## src/rtl/wb_stage_pkg.sv

```systemverilog
// ----------------------------------------------------------------------------
// wb_stage_pkg
// Shared definitions for the writeback stage: datapath widths, load funct3
// encodings, the EBREAK encoding that halts the core, and the payload struct
// carried from the accept edge to the commit cycle.
// ----------------------------------------------------------------------------
package wb_stage_pkg;

    localparam int XLEN = 64;
    localparam int RA_W = 5;

    localparam logic [31:0] EBREAK_INST = 32'h0010_0073;

    localparam logic [2:0] F3_LB  = 3'b000;
    localparam logic [2:0] F3_LH  = 3'b001;
    localparam logic [2:0] F3_LW  = 3'b010;
    localparam logic [2:0] F3_LD  = 3'b011;
    localparam logic [2:0] F3_LBU = 3'b100;
    localparam logic [2:0] F3_LHU = 3'b101;
    localparam logic [2:0] F3_LWU = 3'b110;

    typedef struct packed {
        logic [XLEN-1:0] pc;
        logic [31:0]     inst;
        logic [RA_W-1:0] rd;
        logic            rd_wen;
        logic [XLEN-1:0] data;
    } wb_payload_t;

endpackage

```

## src/rtl/wb_load_align.sv

```systemverilog
// ----------------------------------------------------------------------------
// wb_load_align
// Purely combinational load extraction: selects the byte/half/word/double
// addressed by i_addr_low out of an 8-byte-aligned doubleword and sign- or
// zero-extends it to XLEN.
// Ports:
//   i_funct3   load type
//   i_addr_low load address bits [2:0] (byte offset in the doubleword)
//   i_rdata    raw doubleword from memory
//   o_data     extended load result (0 for an illegal funct3)
//   o_misalign access not naturally aligned for its size
//   o_illegal  funct3 does not encode a load
// ----------------------------------------------------------------------------
module wb_load_align
    import wb_stage_pkg::*;
(
    input  logic [2:0]      i_funct3,
    input  logic [2:0]      i_addr_low,
    input  logic [XLEN-1:0] i_rdata,
    output logic [XLEN-1:0] o_data,
    output logic            o_misalign,
    output logic            o_illegal
);

    logic [XLEN-1:0] w_shift;

    always_comb begin
        // Bring the addressed byte down to bit 0; each case then only looks
        // at the low bits it needs.
        w_shift    = i_rdata >> {i_addr_low, 3'b000};
        o_data     = '0;
        o_misalign = 1'b0;
        o_illegal  = 1'b0;
        case (i_funct3)
            F3_LB:  o_data = {{(XLEN-8){w_shift[7]}}, w_shift[7:0]};
            F3_LBU: o_data = {{(XLEN-8){1'b0}}, w_shift[7:0]};
            F3_LH: begin
                o_data     = {{(XLEN-16){w_shift[15]}}, w_shift[15:0]};
                o_misalign = i_addr_low[0];
            end
            F3_LHU: begin
                o_data     = {{(XLEN-16){1'b0}}, w_shift[15:0]};
                o_misalign = i_addr_low[0];
            end
            F3_LW: begin
                o_data     = {{(XLEN-32){w_shift[31]}}, w_shift[31:0]};
                o_misalign = |i_addr_low[1:0];
            end
            F3_LWU: begin
                o_data     = {{(XLEN-32){1'b0}}, w_shift[31:0]};
                o_misalign = |i_addr_low[1:0];
            end
            F3_LD: begin
                o_data     = i_rdata;
                o_misalign = |i_addr_low;
            end
            default: o_illegal = 1'b1;
        endcase
    end

endmodule

```

## src/rtl/wb_stage.sv

```systemverilog
// ----------------------------------------------------------------------------
// wb_stage
// Writeback stage in front of the 32x64 register file. Registers the
// instruction leaving the memory stage together with its final writeback
// data, drives the regfile write port for exactly one cycle, publishes a
// commit record, counts retired instructions and halts on EBREAK.
// Ports:
//   clk, rst            clock, synchronous active-high reset
//   in_valid/in_ready   upstream handshake; stall only blocks acceptance
//   in_pc/in_inst       instruction identity for the commit record
//   in_rd/in_rd_wen     destination register and its write request
//   in_is_load ...      load type, byte offset and raw memory doubleword
//   in_alu_res          result for non-load instructions
//   rf_waddr/wdata/wen  regfile write port
//   commit_*            one-cycle commit record per retired instruction
//   instret             retired-instruction counter (wraps)
//   halt, ld_err        sticky status flags, cleared only by rst
// ----------------------------------------------------------------------------
module wb_stage
    import wb_stage_pkg::*;
#(
    parameter logic [31:0] P_EBREAK_INST = EBREAK_INST
) (
    input  logic            clk,
    input  logic            rst,
    input  logic            in_valid,
    output logic            in_ready,
    input  logic            stall,
    input  logic [XLEN-1:0] in_pc,
    input  logic [31:0]     in_inst,
    input  logic [RA_W-1:0] in_rd,
    input  logic            in_rd_wen,
    input  logic            in_is_load,
    input  logic [2:0]      in_ld_funct3,
    input  logic [2:0]      in_addr_low,
    input  logic [XLEN-1:0] in_mem_rdata,
    input  logic [XLEN-1:0] in_alu_res,
    output logic [RA_W-1:0] rf_waddr,
    output logic [XLEN-1:0] rf_wdata,
    output logic            rf_wen,
    output logic            commit_valid,
    output logic [XLEN-1:0] commit_pc,
    output logic [31:0]     commit_inst,
    output logic [63:0]     instret,
    output logic            halt,
    output logic            ld_err
);

    logic [XLEN-1:0] w_ld_data;
    logic            w_misalign;
    logic            w_illegal;
    logic            w_ld_bad;
    logic            w_accept;
    logic [XLEN-1:0] w_wb_data;

    logic            r_valid;
    wb_payload_t     r_pl;
    logic            r_ld_bad;
    logic [63:0]     r_instret;
    logic            r_halt;
    logic            r_ld_err;

    wb_load_align u_load_align (
        .i_funct3   (in_ld_funct3),
        .i_addr_low (in_addr_low),
        .i_rdata    (in_mem_rdata),
        .o_data     (w_ld_data),
        .o_misalign (w_misalign),
        .o_illegal  (w_illegal)
    );

    assign in_ready  = ~r_halt & ~stall;
    assign w_accept  = in_valid & in_ready;
    assign w_ld_bad  = in_is_load & (w_misalign | w_illegal);
    assign w_wb_data = in_is_load ? w_ld_data : in_alu_res;

    always_ff @(posedge clk) begin
        if (rst) begin
            r_valid   <= 1'b0;
            r_pl      <= '0;
            r_ld_bad  <= 1'b0;
            r_instret <= '0;
            r_halt    <= 1'b0;
            r_ld_err  <= 1'b0;
        end else begin
            // Valid is rebuilt every edge, so an instruction is shown once
            // and a non-accepting edge always leaves a bubble.
            r_valid <= w_accept;
            if (w_accept) begin
                r_pl.pc     <= in_pc;
                r_pl.inst   <= in_inst;
                r_pl.rd     <= in_rd;
                r_pl.rd_wen <= in_rd_wen;
                r_pl.data   <= w_wb_data;
                r_ld_bad    <= w_ld_bad;
            end
            if (r_valid) begin
                r_instret <= r_instret + 64'd1;
            end
            if (r_valid && (r_pl.inst == P_EBREAK_INST)) begin
                r_halt <= 1'b1;
            end
            if (w_accept && w_ld_bad) begin
                r_ld_err <= 1'b1;
            end
        end
    end

    assign commit_valid = r_valid;
    assign commit_pc    = r_pl.pc;
    assign commit_inst  = r_pl.inst;
    assign rf_waddr     = r_pl.rd;
    assign rf_wdata     = r_pl.data;
    // A bad load still commits but must never reach the regfile.
    assign rf_wen       = r_valid & r_pl.rd_wen & (r_pl.rd != '0) & ~r_ld_bad;
    assign instret      = r_instret;
    assign halt         = r_halt;
    assign ld_err       = r_ld_err;

endmodule

```

## config.mk

```make
export PLATFORM = sky130hd
export DESIGN_NAME = wb_stage
export DESIGN_NICKNAME = d
export VERILOG_FILES = /design/src/rtl/wb_stage_pkg.sv /design/src/rtl/wb_load_align.sv /design/src/rtl/wb_stage.sv
export SDC_FILE = /design/constraint.sdc
export NUM_CORES = 1
export LEC_CHECK = 0
export CORE_MARGIN = 3
export CORE_UTILIZATION = 35
export CTS_CLUSTER_DIAMETER = 120
export DETAILED_ROUTE_END_ITERATION = 16
export HOLD_SLACK_MARGIN = 0.1
export PLACE_DENSITY_LB_ADDON = 0.05
export SLEW_MARGIN = 20
export SYNTH_ARGS = -nofsm -noshare
export SYNTH_HDL_FRONTEND = slang
export SYNTH_SLANG_ARGS = --single-unit
```

## constraint.sdc

```tcl
create_clock -name clk -period 2.1 [get_ports clk]
set_input_delay 0.315 -clock clk [delete_from_list [all_inputs] [get_ports clk]]
set_output_delay 0.315 -clock clk [all_outputs]
set_load 0.01 [all_outputs]
```

Word level (Yosys, flattened, before mapping)
Cells that the tools add are included.

cells by class
  $mul = 0
  bitwise operators = 10
  shift-type cells = 1
  div/mod/pow operators = 0
  reduce and logical (&&, ||, !) cells = 9
  multiplexer cells = 4
  eq/ne operators = 7
  add/sub/neg operators = 1
  magnitude comparators = 0

operator list
  cell                     count
  $pmux W64 S7             1
  $add A64 B1 Y64 const B  1
  $mux W64                 1
  $shr A64 B6 Y32          1
  $eq A32 B21 Y1 const B   1
  $eq A3 B3 Y1 const B     3
  $reduce_or A7 Y1         1
  $and A1 B1 Y1            6
  $eq A3 B2 Y1 const B     2
  $reduce_or A2 Y1         3
  $reduce_bool A5 Y1       1
  $eq A3 B1 Y1 const B     1
  $logic_not A3 Y1         1
  $not A1 Y1               3
  $pmux W1 S3              1
  $reduce_or A3 Y1         1
  $logic_and A1 B1 Y1      2
  $mux W1                  1
  $or A1 B1 Y1             1

storage, ports and cells
  memories = 0
  bits in writable memories = 0
  output and inout port bits = 234
  memory bits (read-only) = 0
  input bits = 241
  bits in registers = 234
  latch bits = 0

Longest topological paths before layout
  word-level depth = 6
  mapped depth = 9
  depth with buffers taken out = 6

Hierarchy
From an unflattened synthesis, not the netlist that was laid out.

second synthesis, totals
  cells, all modules = 1641
  area total of the unflattened synthesis = 13401.6 µm²

by module, submodules not included
  module         cells each  sequential area each (µm²)  area an instance (µm²)  instances
  wb_stage       1301        4684.5                      10899.2                 1
  wb_load_align  340         0.0                         2502.4                  1

Worst setup path after synthesis
Ideal clock, no wire load.

  path kind = reg2reg
  start = register r_instret[20] (netlist: instret[20])
  end = register r_instret[63] (netlist: instret[63])
  period minus slack after synthesis = 2221 ps
  path slack = -121 ps
  path buffers = 1
  stages on the path, launching flop included = 7
  arrival = 2100 ps
  cells stage by stage = dfxtp_1 and4_4 nand3_2 or4_4 buf_6 nor4_1 mux2_2

between the ends
  word-level cells in the longest chain between the ends = 1

RTL lines
  what                      RTL line        source
  start: declaration        wb_stage.sv:59  logic [63:0] r_instret;
  start signal: assignment  wb_stage.sv:98  r_instret <= r_instret + 64'd1;
  $add A64 B1 Y64           wb_stage.sv:98

Every way passes these cells.
A chain may end at the register's enable or synchronous reset.

Worst setup path in the final report
  start = register r_instret[23] (netlist: instret[23])
  end = register r_instret[63] (netlist: instret[63])

Same word-level chain as after synthesis.

==> flow_metrics.py <==
metrics = {
    "final_layout": {
        "final_layout_size_suffix_gt1_frac": 0.146,
        "layout.nets": 2242,
        "final_cell_mix": "clkdlybuf4s50_1, nand2_1, dfxtp_1",
        "most_common_cell_after_layout_fill_and_taps_aside": "clkdlybuf4s50_1",
        "design_area_um2": 18900,
        "final_cell_count_no_fill": 2485,
        "final_core_utilization": 0.527,
        "syn_to_final_growth_pct": 47.0,
        "filler_cell_count": 3447,
    },
    "cts": {
        "cts_tree": "done",
        "cts_bufs_inserted": 28,
        "ctsHtreeMaxLevel": 1,
        "worst_setup_hold_path_clk_slew_ns": 0.06,
        "max-clock-path-buffers": 3,
        "worstSkewPairLatency_ns": 0.55,
        "clkSinkCount": 234,
        "cts.root.buffer_cell": "clkbuf_16",
    },
    "global_route": {
        "grt-ovfl-total": 0,
        "maximum_number_of_pins_on_one_net_before_global_route_repair": 88,
        "gr-usage-all-layers": 0.238,
        "grt_first_pass_wirelength_um": 73200,
        "grt_pass1_vias": 12400,
        "grt_antenna_before_repair": 5,
    },
    "power_and_ir_drop": {
        "ir_drop_mv": 0.535,
        "clockPowerShare": 0.421,
        "switching_power_uw": 3120,
        "p_sw_frac": 0.260,
        "power.density_cell_area_nw_per_um2": 635,
        "p_comb_frac": 0.185,
        "power.leakage_uw": 0.00691,
        "sequentialPowerShare": 0.394,
        "internal_power_uw": 8870,
    },
    "drt": {
        "detailedRoute.firstPassIterationCount": 5,
        "ant_nets": 0,
        "drt-vias-per-instance": 5.22,
        "wire_per_inst_um": 20.0,
        "sum_of_routed_wire_length_over_all_layers_um": 49600,
        "remaining_drc_errors": 0,
        "first_iter_violations": 845,
        "via_count": 13000,
    },
    "sta": {
        "rsz0062_at_grt": "true",
        "max_slew.worst_pin.slew_ns": 0.738,
        "slew_headroom": 0.508,
        "clock_skew_ns": 0.00865,
        "timing.final.setup_violations": 0,
        "fmax_mhz": 487,
        "final-max-slew-violation-count": 0,
        "min_period_over_period": 0.978,
        "layout_min_cycle_time_ns": 2.05,
        "hold_viol_final": 0,
        "timing.setup.tns_ns": 0,
    },
    "placed_design": {
        "count_of_buffers_inserted_at_the_top_level_ports": 474,
        "placedCellCount": 2426,
        "place_area_um2": 17800,
        "place_hpwl_um": 37500,
        "gp_congestion": 0.943,
    },
    "run_status": {
        "outcome": "finished clean",
    },
    "synth": {
        "synth_seq_cells": 234,
        "syn_area_per_cell_um2": 7.90,
        "count_of_cell_types_in_the_netlist": 57,
        "syn-num-nets": 1867,
        "synth.yosys.warnings": 0,
        "number_of_flops_mapped_to_enable_cells_by_yosys": 0,
        "synth_seq_area_share": 0.365,
        "synth.cell_area_um2": 12800,
        "synth-main-ff-cell": "dfxtp_1",
        "cell_count_after_synthesis": 1625,
        "ys_async_sr_fraction": 0,
    },
    "setup_path": {
        "worst_path_required_ns": 2.54,
        "kind_of_launch_point_of_the_worst_setup_path": "flop",
        "cp_data_arrival_time_ns": 2.49,
        "critical_path_peak_fanout": 8,
        "criticalPathCategory": "reg -> reg",
        "cp-end-kind": "flop",
    },
    "floorplanning": {
        "die_h_um": 198,
        "fp.dieArea_um2": 39000,
        "core_region_area_um2": 35800,
        "horiz_die_dim_um": 198,
        "num_io_pins": 475,
        "start_util": 0.358,
        "fp-row-count": 69,
    },
    "min_path": {
        "timing.hold.worst.class": "in -> reg",
    },
    "flow_run": {
        "maxCapViolCount": 0,
    },
}
-- power by group through the flow --
stage	sequential, uW	combinational [uW]	clock (uW)
after floorplan	4790	1130	0
after CTS	4720	2230	5170
final	4720	2220	5040
after global placement	4810	2210	0
after detailed placement	4820	2220	0
after global routing	4740	2380	5350
-- sequential cells by signal (all words and copies together), names as in the netlist --
| signal | flops |
|---|---|
| rf_wdata | 64 |
| instret | 64 |
| commit_valid | 1 |
| commit_inst | 32 |
| r_pl | 1 |
| ld_err | 1 |
| rf_waddr | 5 |
| commit_pc | 64 |
| r_ld_bad | 1 |
| halt | 1 |
-- kinds of logic after synthesis --
kind of cell	count (synthesis)	share of synthesized area
AO/OA/AOI/OAI	343	0.173
adder cells (fa/ha/maj)	1	0.000975
multiplexers	78	0.0743
AND/OR/NAND/NOR	646	0.227
buffers and inverters	286	0.135
XOR/XNOR	37	0.0252
flip-flops	234	0.365
-- routing by layer --
| layer | track usage | share of wire | wire, um | vias up |
|---|---|---|---|---|
| met1 | 0.306 | 0.42 | 20700 | 6121 |
| met2 | 0.396 | 0.47 | 23500 | 458 |
| met4 | 0.0734 | 0.034 | 1670 | 4 |
| li1 | - | - | - | 6295 |
| met3 | 0.0580 | 0.074 | 3650 | 101 |
| met5 | 0 | 0.00054 | 27 | - |
-- area by class of cell --
cell class                      instances  area (um^2)  area share
Timing Repair Buffer                  621         6050       0.321
Antenna cell                            4         10.0    0.000530
Inverter                                8         30.0     0.00159
Multi-Input combinational cell       1107         6550       0.347
Tap cell                              461          577      0.0306
Sequential cell                       234         4700       0.249
Clock buffer                           40          816      0.0432
Clock inverter                         10          140     0.00743
-- cell usage after synthesis (5+ instances only) --
cell / n / area share
a22oi_1: 7 / 0.0041
and2_1: 10 / 0.0049
o31ai_1: 22 / 0.013
nor3_1: 14 / 0.0055
a31oi_1: 33 / 0.016
inv_1: 7 / 0.0020
buf_4: 167 / 0.098
mux2i_1: 21 / 0.016
mux4_2: 9 / 0.016
a221oi_1: 7 / 0.0048
nor2_1: 133 / 0.039
buf_2: 12 / 0.0047
a211oi_1: 9 / 0.0053
nand4_1: 30 / 0.015
a311oi_1: 14 / 0.0096
xnor2_1: 8 / 0.0055
o21ai_0: 39 / 0.015
a21oi_1: 152 / 0.059
a221o_1: 9 / 0.0070
xor2_1: 29 / 0.020
or4_1: 19 / 0.011
nand2_1: 332 / 0.097
nand2b_1: 6 / 0.0029
a311o_1: 32 / 0.025
mux2_2: 48 / 0.042
a2111oi_0: 10 / 0.0068
and3_1: 19 / 0.0093
clkbuf_1: 93 / 0.027
and4_1: 5 / 0.0034
nand3_1: 26 / 0.010
nor4_1: 8 / 0.0039
nor2b_1: 25 / 0.012
dfxtp_1: 234 / 0.36
-- through the flow --
step	hold WS [ns]	power [uW]	worst slack (ns)
6_report	0.222	12000	0.0467
5_1_grt	0.259	12500	0.000459
4_1_cts	0.238	12100	-0.0233
3_5_place_dp	0.446	7030	-0.397
3_3_place_gp	0.436	7020	-0.360
2_1_floorplan	0.426	5920	0.00239
-- path summary, 6_finish.rpt --
check	startpoint	to	slack, ns	cells past startpoint
hold reg to reg	commit_pc[41]	commit_pc[41]	0.45	2
setup reg to reg	instret[23]	instret[63]	0.05	5
setup / recovery	instret[23]	instret[63]	0.05	5
hold / removal	rst	instret[38]	0.22	2
-- timing repair --
action                                  4_1_cts  5_1_grt
endpoints found under the setup margin       19       24
cloned                                        0        2
hold buffers                                  0        0
pin swaps                                    14        8
setup buffers                                 0        3
hold endpoints to repair                      0        0
resized for setup                             4       25
-- critical path, stage by stage (launching register included) --
cell,delay (ns)
dfxtp_2,0.32
and4_4,0.25
nand3_4,0.10
or4_4,0.62
nor4_4,0.29
mux2_2,0.35
(Power assumes the default switching activity.)
